==> config.mk <==
export PLATFORM = sky130hd
export DESIGN_NAME = ex_mem_pipe_stage
export DESIGN_NICKNAME = d
export VERILOG_FILES = /design/src/rtl/datapath_pkg.sv /design/src/rtl/pipe_skid_slot.sv /design/src/rtl/ex_mem_pipe_stage.sv
export SDC_FILE = /design/constraint.sdc
export NUM_CORES = 1
export LEC_CHECK = 0
export BUFFER_PORTS_ARGS = -buffer_cell sky130_fd_sc_hd__buf_4
export CAP_MARGIN = 20
export CORE_MARGIN = 2
export CORE_UTILIZATION = 49
export CTS_CLUSTER_SIZE = 16
export DETAILED_ROUTE_END_ITERATION = 12
export PLACE_DENSITY = 0.77
export SYNTH_ARGS = -nofsm -noshare
export SYNTH_HDL_FRONTEND = slang
export SYNTH_SLANG_ARGS = --single-unit
==> constraint.sdc <==
create_clock -name clk -period 1.9 [get_ports clk]
set_clock_uncertainty 0.1 [all_clocks]
set_input_delay 0.38 -clock clk [delete_from_list [all_inputs] [get_ports clk]]
set_output_delay 0.38 -clock clk [all_outputs]
set_load 0.005 [all_outputs]
==> src/rtl/datapath_pkg.sv <==
// Shared datapath widths and EX/MEM payload layout.
package datapath_pkg;

    localparam int unsigned DEF_DATA_W     = 32;
    localparam int unsigned DEF_REG_ADDR_W = 5;
    localparam int unsigned CTRL_W         = 6;

    typedef struct packed {
        logic jump;
        logic branch;
        logic mem_read;
        logic mem_to_reg;
        logic mem_write;
        logic reg_write;
    } ex_mem_ctrl_t;

    typedef struct packed {
        ex_mem_ctrl_t                ctrl;
        logic [DEF_DATA_W-1:0]       next_pc;
        logic                        zf;
        logic [DEF_DATA_W-1:0]       alu_result;
        logic [DEF_DATA_W-1:0]       read_data2;
        logic [DEF_REG_ADDR_W-1:0]   write_reg;
    } ex_mem_payload_t;

    // Flat payload width for non-default widths; field order matches ex_mem_payload_t.
    function automatic int unsigned payload_w(input int unsigned dw, input int unsigned aw);
        return CTRL_W + 3 * dw + 1 + aw;
    endfunction

endpackage

==> src/rtl/pipe_skid_slot.sv <==
// Generic valid/ready register slice with synchronous flush and optional skid slot.
module pipe_skid_slot #(
    parameter int unsigned W    = 8,
    parameter bit          SKID = 1'b1
) (
    input  logic         clk,
    input  logic         rst_n,
    input  logic         flush,
    input  logic         in_valid,
    output logic         in_ready,
    input  logic [W-1:0] in_data,
    output logic         out_valid,
    input  logic         out_ready,
    output logic [W-1:0] out_data
);

    logic         main_valid_q, main_valid_d;
    logic [W-1:0] main_q, main_d;
    logic         accept;
    logic         emit;

    assign accept    = in_valid & in_ready;
    assign emit      = main_valid_q & out_ready;
    assign out_valid = main_valid_q;
    assign out_data  = main_q;

    generate
        if (SKID) begin : g_skid
            logic         skid_valid_q, skid_valid_d;
            logic [W-1:0] skid_q, skid_d;
            logic         in_ready_q;

            // MAIN refills from SKID first so arrival order is preserved.
            always_comb begin
                main_valid_d = main_valid_q;
                main_d       = main_q;
                skid_valid_d = skid_valid_q;
                skid_d       = skid_q;
                if (flush) begin
                    main_valid_d = 1'b0;
                    skid_valid_d = 1'b0;
                end else if (emit || !main_valid_q) begin
                    if (skid_valid_q) begin
                        main_d       = skid_q;
                        main_valid_d = 1'b1;
                        skid_valid_d = 1'b0;
                    end else if (accept) begin
                        main_d       = in_data;
                        main_valid_d = 1'b1;
                    end else begin
                        main_valid_d = 1'b0;
                    end
                end else if (accept) begin
                    skid_d       = in_data;
                    skid_valid_d = 1'b1;
                end
            end

            always_ff @(posedge clk or negedge rst_n) begin
                if (!rst_n) begin
                    skid_valid_q <= 1'b0;
                    skid_q       <= '0;
                    in_ready_q   <= 1'b1;
                end else begin
                    skid_valid_q <= skid_valid_d;
                    skid_q       <= skid_d;
                    in_ready_q   <= ~skid_valid_d;
                end
            end

            assign in_ready = in_ready_q;
        end else begin : g_single
            assign in_ready = out_ready | ~main_valid_q;

            always_comb begin
                main_valid_d = main_valid_q;
                main_d       = main_q;
                if (flush) begin
                    main_valid_d = 1'b0;
                end else if (accept) begin
                    main_d       = in_data;
                    main_valid_d = 1'b1;
                end else if (emit) begin
                    main_valid_d = 1'b0;
                end
            end
        end
    endgenerate

    always_ff @(posedge clk or negedge rst_n) begin
        if (!rst_n) begin
            main_valid_q <= 1'b0;
            main_q       <= '0;
        end else begin
            main_valid_q <= main_valid_d;
            main_q       <= main_d;
        end
    end

endmodule

==> src/rtl/ex_mem_pipe_stage.sv <==
// EX/MEM pipeline register: packs the EX fields into one payload carried by a handshake slot.
module ex_mem_pipe_stage
    import datapath_pkg::*;
#(
    parameter int unsigned DATA_W     = DEF_DATA_W,
    parameter int unsigned REG_ADDR_W = DEF_REG_ADDR_W,
    parameter bit          SKID       = 1'b1
) (
    input  logic                  clk,
    input  logic                  rst_n,
    input  logic                  flush,
    input  logic                  in_valid,
    output logic                  in_ready,
    input  logic                  in_jump,
    input  logic                  in_branch,
    input  logic                  in_mem_read,
    input  logic                  in_mem_to_reg,
    input  logic                  in_mem_write,
    input  logic                  in_reg_write,
    input  logic [DATA_W-1:0]     in_next_pc,
    input  logic                  in_zf,
    input  logic [DATA_W-1:0]     in_alu_result,
    input  logic [DATA_W-1:0]     in_read_data2,
    input  logic [REG_ADDR_W-1:0] in_write_reg,
    output logic                  out_valid,
    input  logic                  out_ready,
    output logic                  out_jump,
    output logic                  out_branch,
    output logic                  out_mem_read,
    output logic                  out_mem_to_reg,
    output logic                  out_mem_write,
    output logic                  out_reg_write,
    output logic [DATA_W-1:0]     out_next_pc,
    output logic                  out_zf,
    output logic [DATA_W-1:0]     out_alu_result,
    output logic [DATA_W-1:0]     out_read_data2,
    output logic [REG_ADDR_W-1:0] out_write_reg
);

    localparam int unsigned PW = payload_w(DATA_W, REG_ADDR_W);

    ex_mem_ctrl_t  in_ctrl;
    ex_mem_ctrl_t  out_ctrl;
    logic [PW-1:0] in_payload;
    logic [PW-1:0] out_payload;

    assign in_ctrl = '{jump:       in_jump,
                       branch:     in_branch,
                       mem_read:   in_mem_read,
                       mem_to_reg: in_mem_to_reg,
                       mem_write:  in_mem_write,
                       reg_write:  in_reg_write};

    assign in_payload = {in_ctrl, in_next_pc, in_zf, in_alu_result, in_read_data2, in_write_reg};
    assign {out_ctrl, out_next_pc, out_zf, out_alu_result, out_read_data2, out_write_reg} = out_payload;

    pipe_skid_slot #(
        .W    (PW),
        .SKID (SKID)
    ) u_slot (
        .clk       (clk),
        .rst_n     (rst_n),
        .flush     (flush),
        .in_valid  (in_valid),
        .in_ready  (in_ready),
        .in_data   (in_payload),
        .out_valid (out_valid),
        .out_ready (out_ready),
        .out_data  (out_payload)
    );

    // Bubbles must never carry live control; gate with the registered valid.
    assign out_jump       = out_ctrl.jump       & out_valid;
    assign out_branch     = out_ctrl.branch     & out_valid;
    assign out_mem_read   = out_ctrl.mem_read   & out_valid;
    assign out_mem_to_reg = out_ctrl.mem_to_reg & out_valid;
    assign out_mem_write  = out_ctrl.mem_write  & out_valid;
    assign out_reg_write  = out_ctrl.reg_write  & out_valid;

endmodule

==> results.py <==
metrics = {
    "status": {
        "status": "finished, final reports clean",
    },
    "pwr": {
        "powerDensity_nw_per_um2": 1069,
        "p_total_w": 0.01326,
        "p_leak_nw": 5.579,
        "ir_drop_v": 0.0005890,
    },
    "worst_setup_path": {
        "crit_fanout": 49,
        "timing.rr.start": "u_slot.out_valid",
        "rr_endpoint": "u_slot.g_skid.skid_q[4]",
        "arrival_ns": 2.12,
        "rrSetupSlack_ns": 0.05,
        "path_delay_family": "simple AND/OR/NAND/NOR gates",
        "crit_buf_inv": 1,
        "crit_path_end_kind": "flip-flop",
        "worst-path-stages": 4,
        "cpPeakStageDelay_ns": 0.42,
        "required_ns": 2.18,
        "cp-start-kind": "flip-flop",
        "crit_type": "flip-flop to flip-flop",
        "reg2regPathDepth": 4,
        "crit_chain": "or3b_4 -> nor2_8 -> buf_12 -> mux2_2",
        "slowest_stage": "or3b_4",
    },
    "final_layout": {
        "drive_above_1_share_pct": 69.39,
        "utilization_pct": 60.90,
        "syn2layout_area_growth_pct": 21.37,
        "antenna_cells": 0,
        "nFillCells": 1555,
        "fin_nets": 953,
    },
    "global_routing": {
        "grt_max_degree": 61,
        "antenna_found_initial": 0,
        "grt_pass1_wl_um": 33220,
        "grt_use_total_pct": 18.71,
        "grt_pass1_vias": 6532,
        "grt-ovfl-total": 0,
    },
    "detailed_routing": {
        "vias": 5838,
        "avgRoutedWirePerCell_um": 18.26,
        "drc": 0,
        "routed_wl_um": 20560,
        "viasPerCell": 5.185,
        "firstDrtPassIters": 4,
        "antenna_left": 0,
        "drt_iter0_markers": 106,
    },
    "clocking": {
        "clock_sinks": 219,
        "cts_setup_buffers": 0,
        "clock_path_buffers": 3,
        "clockRootBuffer": "clkbuf_16",
        "cts_tree": "built",
        "cts_buffers": 23,
        "clk_latency_ns": 0.49,
        "htree_levels": 1,
        "path_clk_slew_ns": 0.06,
    },
    "synthesis": {
        "yosysWarningCount": 0,
        "synth_xor_area_share_pct": 0,
        "synth_area_leaders": "dfrtp_1 (53%), mux2_2 (34%), buf_4 (8.2%)",
        "yosysSeqAreaShare_pct": 53.64,
        "yosys_register_bits": 219,
        "synth_mux_area_share_pct": 35.70,
        "synthAdderAreaFrac_pct": 0,
        "syn_inst": 694,
        "synth_flop_cell": "dfrtp_1",
        "synth_top_family_by_area": "multiplexers",
        "synth.avg_cell_area_um2": 14.72,
        "synth_compound_area_share_pct": 0.08571,
        "syn-cell-area_um2": 10220,
        "synth_most_common_cell": "mux2_2",
        "synth_top_area_cell": "dfrtp_1",
        "syn_nets": 807,
        "yosys-top-cells-count": "mux2_2 (304), dfrtp_1 (218), buf_4 (112)",
        "yosysTopAreaCellShare_pct": 53.39,
        "synthSimpleGateAreaFrac_pct": 1.090,
        "synth_edf_count": 0,
        "synthArstFlopShare_pct": 100.0,
        "ys_types": 19,
    },
    "timing": {
        "holdWs_ns": 0.01515,
        "rsz0062_at_grt": "yes",
        "tns_ns": 0,
        "min_period_ns": 1.849,
        "finalSetupViolations": 0,
        "tightest_slew_ns": 0.3362,
        "relSlewSlack_pct": 77.59,
        "fin_crit_sh_pct": 97.31,
        "max_freq_mhz": 540.9,
        "slew_viol_final": 0,
        "hold_viol_final": 0,
    },
    "die": {
        "ios": 223,
        "dieHeight_um": 148.4,
        "dieArea_um2": 22030,
        "start_util_pct": 50.18,
        "die_x_um": 148.4,
        "core_um2": 20360,
        "row_count": 52,
    },
    "hold_path": {
        "hold_depth": 2,
        "worstHoldEndpoint": "u_slot.g_skid.skid_q[91]",
        "hold_start": "in_next_pc[21]",
        "hold_class": "input port to flip-flop",
    },
    "placement": {
        "dp_hpwl_um": 14360,
        "gp_congestion": 0.7708,
        "port_buffers": 222,
    },
    "job": {
        "max-cap-violations": 0,
    },
}
[report_power, final]
part           internal [W]  switching (W)  leakage (nW)  total, W
logic               0.00177       0.000875          2.59   0.00264
clock network       0.00241        0.00175         0.359   0.00417
registers           0.00583       0.000622          2.63   0.00645
total                0.0100        0.00325          5.58    0.0133
[worst max-delay path by stage]
stage | startpoint | end | slack, ns
after floorplan | u_slot.out_valid | u_slot.g_skid.skid_q[100] | 0.1
after global placement | out_ready | u_slot.g_skid.skid_q[4] | -0.07
after detailed placement | out_ready | u_slot.g_skid.skid_q[20] | -0.10
after CTS | u_slot.out_valid | out_branch | 0.02
after global routing | u_slot.out_valid | u_slot.g_skid.skid_q[4] | -0.01
final | u_slot.out_valid | u_slot.g_skid.skid_q[4] | 0.05
[cell type report]
type	instances	area (um^2)	area share, %
Tap cell	270	337.8	2.724
Multi-Input combinational cell	339	3772	30.42
Clock inverter	9	45.04	0.3632
Sequential cell	219	5485	44.23
Timing Repair Buffer	256	2098	16.92
Inverter	1	3.754	0.03027
Clock buffer	32	659.4	5.317
[worst register-to-register path: cells and delay by family, from the launching register on]
| family | cells | cell delay, ns |
|---|---|---|
| buffers and inverters | 1 | 0.27 |
| flip-flops | 1 | 0.36 |
| multiplexers | 1 | 0.42 |
| AND/OR/NAND/NOR | 2 | 0.59 |
[registers in the layout (all words and copies together), names as in the netlist]
register and cells:
u_slot.in_ready 1, u_slot.out_valid 1, u_slot.g_skid.skid_valid_q 1, u_slot.out_data 108
u_slot.g_skid.skid_q 108
[per-layer routing]
| layer | vias to the layer above | GRT usage [%] | share of wire [%] |
|---|---|---|---|
| met5 | - | 0 | 0 |
| met4 | 0 | 5.619 | 2.5 |
| li1 | 2629 | - | - |
| met3 | 46 | 4.724 | 6.8 |
| met1 | 2985 | 23.06 | 40 |
| met2 | 178 | 32.59 | 50 |
[placed cells by master, fill, tap and decap left out, drive strengths merged]
cell type,Yosys,final
dlygate4sd3,0,10
dfrtp,218,218
nor3,1,1
or3b,1,1
nand2,2,2
mux2,324,324
and2,6,6
clkbuf,6,33
buf,129,245
dfstp,1,1
nor2b,1,1
clkinv,0,9
or3,1,1
inv,1,1
nor2,1,1
or2,1,1
a21oi,1,1
[logic make-up (layout without fill, tap and decap cells)]
family,Yosys count,count (layout)
mux,324,324
flops,219,219
compound gates,1,1
buf+inv,136,298
simple gates,14,14
[through the flow]
stage	setup WS (ns)	cells	area (um^2)
CTS	0.02343	1123	12360
finish	0.05106	1126	12400
floorplan	0.09818	694	10220
global route	-0.01311	1126	12400
global placement	-0.06654	1075	11590
detailed placement	-0.1010	1075	11590
[repair_timing]
action | 4_1_cts | 5_1_grt
hold buffers | 7 | 3
endpoints found under the setup margin | 0 | 5
hold endpoints to repair | 34 | 3
resized for setup | 0 | 2
Power figures use the tool's default switching activity.
